**config.mk**
```make
export PLATFORM = sky130hd
export DESIGN_NAME = align_data_fifo
export DESIGN_NICKNAME = d
export VERILOG_FILES = /design/src/rtl/align_data_fifo.sv
export SDC_FILE = /design/constraint.sdc
export NUM_CORES = 2
export LEC_CHECK = 0
export CAP_MARGIN = 20
export CORE_AREA = 2 2 369 371
export CTS_CLUSTER_DIAMETER = 120
export CTS_CLUSTER_SIZE = 8
export DETAILED_ROUTE_END_ITERATION = 8
export DIE_AREA = 0 0 371 373
export GPL_ROUTABILITY_DRIVEN = 0
export PLACE_DENSITY_LB_ADDON = 0.08
export REMOVE_ABC_BUFFERS = 1
export SETUP_SLACK_MARGIN = 0.15
export SKIP_LAST_GASP = 1
export SLEW_MARGIN = 15
export SYNTH_ARGS = -nofsm -noshare
export SYNTH_HDL_FRONTEND = slang
export SYNTH_SLANG_ARGS = --single-unit
```
**constraint.sdc**
```tcl
create_clock -name Clk -period 3.3 [get_ports Clk]
set_input_delay 0.66 -clock Clk [delete_from_list [all_inputs] [get_ports Clk]]
set_output_delay 0.66 -clock Clk [all_outputs]
set_load 0.02 [all_outputs]
```
**src/rtl/align_data_fifo.sv**
```systemverilog
// rtl/align_data_fifo.sv - packs narrow words into wide frames and queues them in a first-word-fall-through FIFO
module align_data_fifo #(
    parameter int DATA_WIDTH = 32,
    parameter int MAX_WORDS  = 8,
    parameter int FIFO_DEPTH = 4,
    parameter int TIMEOUT    = 0
) (
    input  logic                                Clk,
    input  logic                                Reset_b,
    input  logic [$clog2(MAX_WORDS):0]          WordsPerFrame,
    input  logic                                Write,
    output logic                                Full,
    input  logic [DATA_WIDTH-1:0]               DataWrite,
    input  logic                                EofWrite,
    input  logic                                Flush,
    output logic                                Empty,
    input  logic                                Read,
    output logic [MAX_WORDS*DATA_WIDTH-1:0]     DataRead,
    output logic [MAX_WORDS-1:0]                WordEnableRead,
    output logic                                EofRead,
    output logic [$clog2(FIFO_DEPTH):0]         Level
);

    localparam int CW     = $clog2(MAX_WORDS);
    localparam int LW     = CW + 1;
    localparam int FW     = MAX_WORDS * DATA_WIDTH;
    localparam int PW     = $clog2(FIFO_DEPTH);
    localparam int TO_MAX = (TIMEOUT > 0) ? TIMEOUT - 1 : 0;
    localparam int TW     = (TO_MAX > 0) ? $clog2(TO_MAX + 1) : 1;

    // accumulator state
    logic [FW-1:0]        acc_q, acc_d;
    logic [CW-1:0]        cnt_q, cnt_d;
    logic [TW-1:0]        to_cnt_q, to_cnt_d;

    // output FIFO state
    logic [FW-1:0]        mem_data_q [FIFO_DEPTH];
    logic [MAX_WORDS-1:0] mem_en_q   [FIFO_DEPTH];
    logic                 mem_eof_q  [FIFO_DEPTH];
    logic [PW-1:0]        wr_ptr_q, rd_ptr_q;
    logic [PW:0]          level_q, level_d;

    logic                 fifo_full, fifo_empty;
    logic                 accept, pop, push, close_acc, to_fire;
    logic [LW-1:0]        eff_len, cnt_ext, fill;
    logic [FW-1:0]        frame_data;
    logic [MAX_WORDS-1:0] frame_en;
    logic                 frame_eof;

    assign fifo_full  = (level_q == (PW+1)'(FIFO_DEPTH));
    assign fifo_empty = (level_q == '0);
    assign accept     = Write & ~fifo_full;
    assign pop        = Read & ~fifo_empty;
    assign cnt_ext    = {1'b0, cnt_q};
    assign to_fire    = (TIMEOUT != 0) && (to_cnt_q == TW'(TO_MAX));

    // clamp the requested frame length into 1..MAX_WORDS
    always_comb begin
        eff_len = WordsPerFrame;
        if (WordsPerFrame == '0 || WordsPerFrame > LW'(MAX_WORDS)) begin
            eff_len = LW'(MAX_WORDS);
        end
    end

    // decide whether a frame closes this cycle; >= also covers a length shrunk below cnt
    always_comb begin
        close_acc = accept & (((cnt_ext + LW'(1)) >= eff_len) | EofWrite | Flush);
        push      = close_acc |
                    (~accept & ~fifo_full & (cnt_q != '0) & (Flush | to_fire));
        frame_eof = accept & EofWrite;
        fill      = cnt_ext + LW'(accept);
    end

    // frame image: accumulator with the incoming word merged at slot cnt, plus thermometer enable
    always_comb begin
        frame_data = acc_q;
        frame_en   = '0;
        for (int i = 0; i < MAX_WORDS; i++) begin
            if (accept && cnt_q == CW'(i)) begin
                frame_data[i*DATA_WIDTH +: DATA_WIDTH] = DataWrite;
            end
            frame_en[i] = (LW'(i) < fill);
        end
    end

    // accumulator and idle-timeout next state
    always_comb begin
        acc_d    = acc_q;
        cnt_d    = cnt_q;
        to_cnt_d = to_cnt_q;
        if (push) begin
            acc_d = '0;
            cnt_d = '0;
        end else if (accept) begin
            acc_d = frame_data;
            cnt_d = cnt_q + CW'(1);
        end
        if (accept || push || cnt_q == '0 || TIMEOUT == 0) begin
            to_cnt_d = '0;
        end else if (to_cnt_q != TW'(TO_MAX)) begin
            to_cnt_d = to_cnt_q + TW'(1);
        end
    end

    // FIFO occupancy next state
    always_comb begin
        level_d = level_q;
        case ({push, pop})
            2'b10:   level_d = level_q + (PW+1)'(1);
            2'b01:   level_d = level_q - (PW+1)'(1);
            default: level_d = level_q;
        endcase
    end

    // accumulator registers
    always_ff @(posedge Clk or negedge Reset_b) begin
        if (!Reset_b) begin
            acc_q    <= '0;
            cnt_q    <= '0;
            to_cnt_q <= '0;
        end else begin
            acc_q    <= acc_d;
            cnt_q    <= cnt_d;
            to_cnt_q <= to_cnt_d;
        end
    end

    // FIFO storage, pointers and level
    always_ff @(posedge Clk or negedge Reset_b) begin
        if (!Reset_b) begin
            for (int i = 0; i < FIFO_DEPTH; i++) begin
                mem_data_q[i] <= '0;
                mem_en_q[i]   <= '0;
                mem_eof_q[i]  <= 1'b0;
            end
            wr_ptr_q <= '0;
            rd_ptr_q <= '0;
            level_q  <= '0;
        end else begin
            if (push) begin
                mem_data_q[wr_ptr_q] <= frame_data;
                mem_en_q[wr_ptr_q]   <= frame_en;
                mem_eof_q[wr_ptr_q]  <= frame_eof;
                wr_ptr_q             <= wr_ptr_q + PW'(1);
            end
            if (pop) begin
                rd_ptr_q <= rd_ptr_q + PW'(1);
            end
            level_q <= level_d;
        end
    end

    // head of FIFO falls through; outputs are forced to zero while empty
    assign Full           = fifo_full | ~Reset_b;
    assign Empty          = fifo_empty;
    assign Level          = level_q;
    assign DataRead       = fifo_empty ? '0 : mem_data_q[rd_ptr_q];
    assign WordEnableRead = fifo_empty ? '0 : mem_en_q[rd_ptr_q];
    assign EofRead        = fifo_empty ? 1'b0 : mem_eof_q[rd_ptr_q];

endmodule

```
==> results_dict.tcl <==
set metrics [dict create \
    synth_warnings 0 \
    setup_viol 149 \
    max_clock_freq_mhz 292 \
    postSynthRegisterBits 1326 \
    cts_num_sinks 1326 \
    irDropWorstVdd_mv 0.685 \
    routed-via-count 35400 \
    power_density_cells_nw_per_um2 721 \
    rsz0062_at_grt "true" \
    synth.yosys.seq_area_share 0.541 \
    result_of_the_run "finished with violations" \
    crit_path_start_kind "flip-flop" \
    die_width_um 371 \
    globalRoute.totalOverflow 0 \
    cp-end-kind "output port" \
    h_tree_levels 4 \
    yosys.area.top_type_share 0.541 \
    post-route-period-util 1.04 \
    first_global_vias 37700 \
    critical_path_required_ns 2.64 \
    routedWlPerCell_um 26.4 \
    clock-root-buffer "clkbuf_16" \
    worstMarginPinSlew_ns 0.925 \
    clock_tree.buffer_depth 3 \
    drive_gt1_frac 0.574 \
    synth_cells 3813 \
    report.final.slew_viol_count 0 \
    post-dp-hpwl_um 97000 \
    relSlewSlack 0.383 \
    timing.final.crit_period_ns 3.42 \
    min_path_type "in -> async" \
    cap_viol_max_count 0 \
    yosys.area.top_type "dfrtp_1" \
    worst-endpoint-arrival_ns 2.76 \
    path_class "reg -> out" \
    power.leakage_nw 37.9 \
    antenna_found_initial 6 \
    grt_util_all_layers 0.240 \
    grt_pass1_wl_um 249000 \
    die_height_um 373 \
    std_cell_rows 135 \
    post-route-util 0.568 \
    io-pin-count 312 \
    multi_input_area_sq_um 27400 \
    clk_pin_slew_worst_paths_ns 0.05 \
    post_synth_num_cell_types 41 \
    clock_tree_from_tritoncts "yes" \
    port_buffers 311 \
    placement_setup_slack_ns -0.0930 \
    failed_checks "setup timing" \
    post-route-drc-count 0 \
    timing.clock.skew_ns 0.0162 \
    synth_area_per_cell_sq_um 16.1 \
    crit_fanout 9 \
    clkLatencyLatePin_ns 0.78 \
    postRouteAntennaNets 0 \
    final.setup.worst_slack_ns -0.123 \
    post_synth_instance_area_sq_um 61300 \
    fp.coreArea_sq_um 135000 \
    layout.area.seq_sq_um 33200 \
    place_inst 5858 \
    drt_pass1_iterations 4 \
    initial_core_util 0.456 \
    drt_wl_total_um 164000 \
    grt_start_max_net_pins 153 \
    hold_viol_final 0 \
    worst_hold_check_slack_ns 0.416 \
    ys_top_cells_by_area "dfrtp_1, mux2_2, mux4_2" \
    signed_area_change_from_the_synthesized_netlist_to_the_final_layout_pct 24.7 \
    tns_ns -7.37 \
    via_per_inst 5.71 \
    final_cell_count_no_fill 6194 \
    num-nets-final 4456 \
    die_area_sq_um 138000 \
    cts-buffers-inserted 183 \
    n_fill_cell 10700 \
    initialDrtViolationCount 1974 \
]
## metrics by stage
stage / total power [W] / instance area [sq um]
floorplan: 0.0260 / 59500
CTS: 0.0547 / 75100
detailed placement: 0.0340 / 68300
global route: 0.0574 / 76500
global placement: 0.0339 / 68300
finish: 0.0551 / 76500
## critical path, stage by stage (launching register included)
cell and delay [ns]:
dfrtp_4 0.47, buf_12 0.16, buf_16 0.17, buf_16 0.16, buf_4 0.13, mux4_2 0.52
nor2b_1 0.17, buf_2 0.17
## synthesized netlist by cell type (all sizes together)
master	n
or3b	1
dfrtp	1326
nor3	5
ha	17
a211oi	1
mux2	1317
buf	227
clkbuf	61
xor2	3
and3	5
fa	1
a21oi	2
o21ai	5
o22ai	1
nand3	5
nand2b	5
or2	2
inv	10
a22o	257
nor2b	267
nor2	8
xnor2	4
nand2	17
o21a	1
mux4	265
## final timing paths
check                                                    to                         from  depth (start not counted)  slack (ns)
worst max-delay path                            DataRead[3]      rd_ptr_q[0]$_DFFE_PN0P_                          7       -0.12
worst min-delay path            mem_data_q[851]$_DFFE_PN0P_                      Reset_b                          2        0.42
worst max register to register  mem_data_q[152]$_DFFE_PN0P_         cnt_q[0]$_DFFE_PN0P_                         11        0.34
worst min register to register  mem_data_q[129]$_DFFE_PN0P_  mem_data_q[129]$_DFFE_PN0P_                          1        0.48
max in group asynchronous       mem_data_q[296]$_DFFE_PN0P_                      Reset_b                          4        1.38
min in group Clk                mem_data_q[129]$_DFFE_PN0P_  mem_data_q[129]$_DFFE_PN0P_                          1        0.48
## placed cells by master, fill, tap and decap left out, types with 4 or more instances in the layout
cell / Yosys / layout
nand3_4: 0 / 4
inv_6: 0 / 7
mux2_4: 240 / 240
mux2_2: 1021 / 1021
bufbuf_16: 0 / 5
mux2_1: 56 / 56
o21ai_0: 4 / 4
buf_8: 1 / 7
buf_6: 6 / 171
buf_2: 150 / 70
mux4_2: 265 / 265
dfrtp_1: 1326 / 1323
buf_4: 47 / 158
ha_1: 17 / 17
nor3_1: 5 / 4
clkbuf_2: 0 / 9
nor2b_2: 0 / 6
clkdlybuf4s50_1: 0 / 43
nor2b_1: 267 / 127
nor2_1: 6 / 6
buf_16: 0 / 45
clkdlybuf4s15_2: 0 / 23
inv_1: 8 / 8
xnor2_1: 4 / 4
a22o_1: 257 / 257
nand2b_1: 5 / 5
clkbuf_16: 0 / 192
nand2_1: 9 / 9
buf_12: 17 / 146
nand2_4: 8 / 8
nor2b_4: 0 / 134
## what timing repair did
action	in CTS	in global routing
gates resized for setup	1313	355
pin swaps	1	1
hold buffers	1	0
endpoints found under the hold margin	16	0
setup endpoints to repair	266	267
gates cloned	33	3
buffers inserted	73	24
## cell families (layout without fill, tap and decap cells)
kind of cell               after synthesis  count (layout)  share of synthesized area
AOI/OAI and AO/OA                      267             267                     0.0378
xor gates and xnor gates                 7               7                    0.00100
adders and majority gates               18              18                    0.00379
buffers and inverters                  298             897                     0.0297
DFF                                   1326            1326                      0.541
muxes                                 1582            1582                      0.354
other                                    0               1                          0
and+or+nand+nor                        315             315                     0.0328
## area by class of cell
| cell class | instances | share of cell area |
|---|---|---|
| flip-flops and latches | 1326 | 0.434 |
| multi-input cells | 2189 | 0.358 |
| repair buffers | 686 | 0.115 |
| clock buffers | 192 | 0.0621 |
| well taps | 1781 | 0.0291 |
| clock inverters | 9 | 0.00123 |
| inverters | 10 | 0.000491 |
| diodes | 1 | 0.0000327 |
## flip-flops by register name, summed over array words and instances (netlist names)
name        count
mem_en_q       32
Level           3
acc_q         256
wr_ptr_q        2
rd_ptr_q        2
mem_eof_q       4
cnt_q           3
mem_data_q   1024
## metal layers
metal,vias to the layer above,wire [um],GRT usage,part of all wire
met5,-,13,0,0.000079
met4,2,4290,0.0701,0.026
met3,243,6540,0.0400,0.040
met2,659,73500,0.356,0.45
met1,19200,79300,0.363,0.48
li1,15300,-,-,-
## where the power goes
group	internal, W	total (W)	switching (W)
Sequential	0.0176	0.0183	0.000672
Clock	0.00999	0.0167	0.00675
Combinational	0.0103	0.0201	0.00980
No activity file was read; power rests on OpenSTA's default activity.
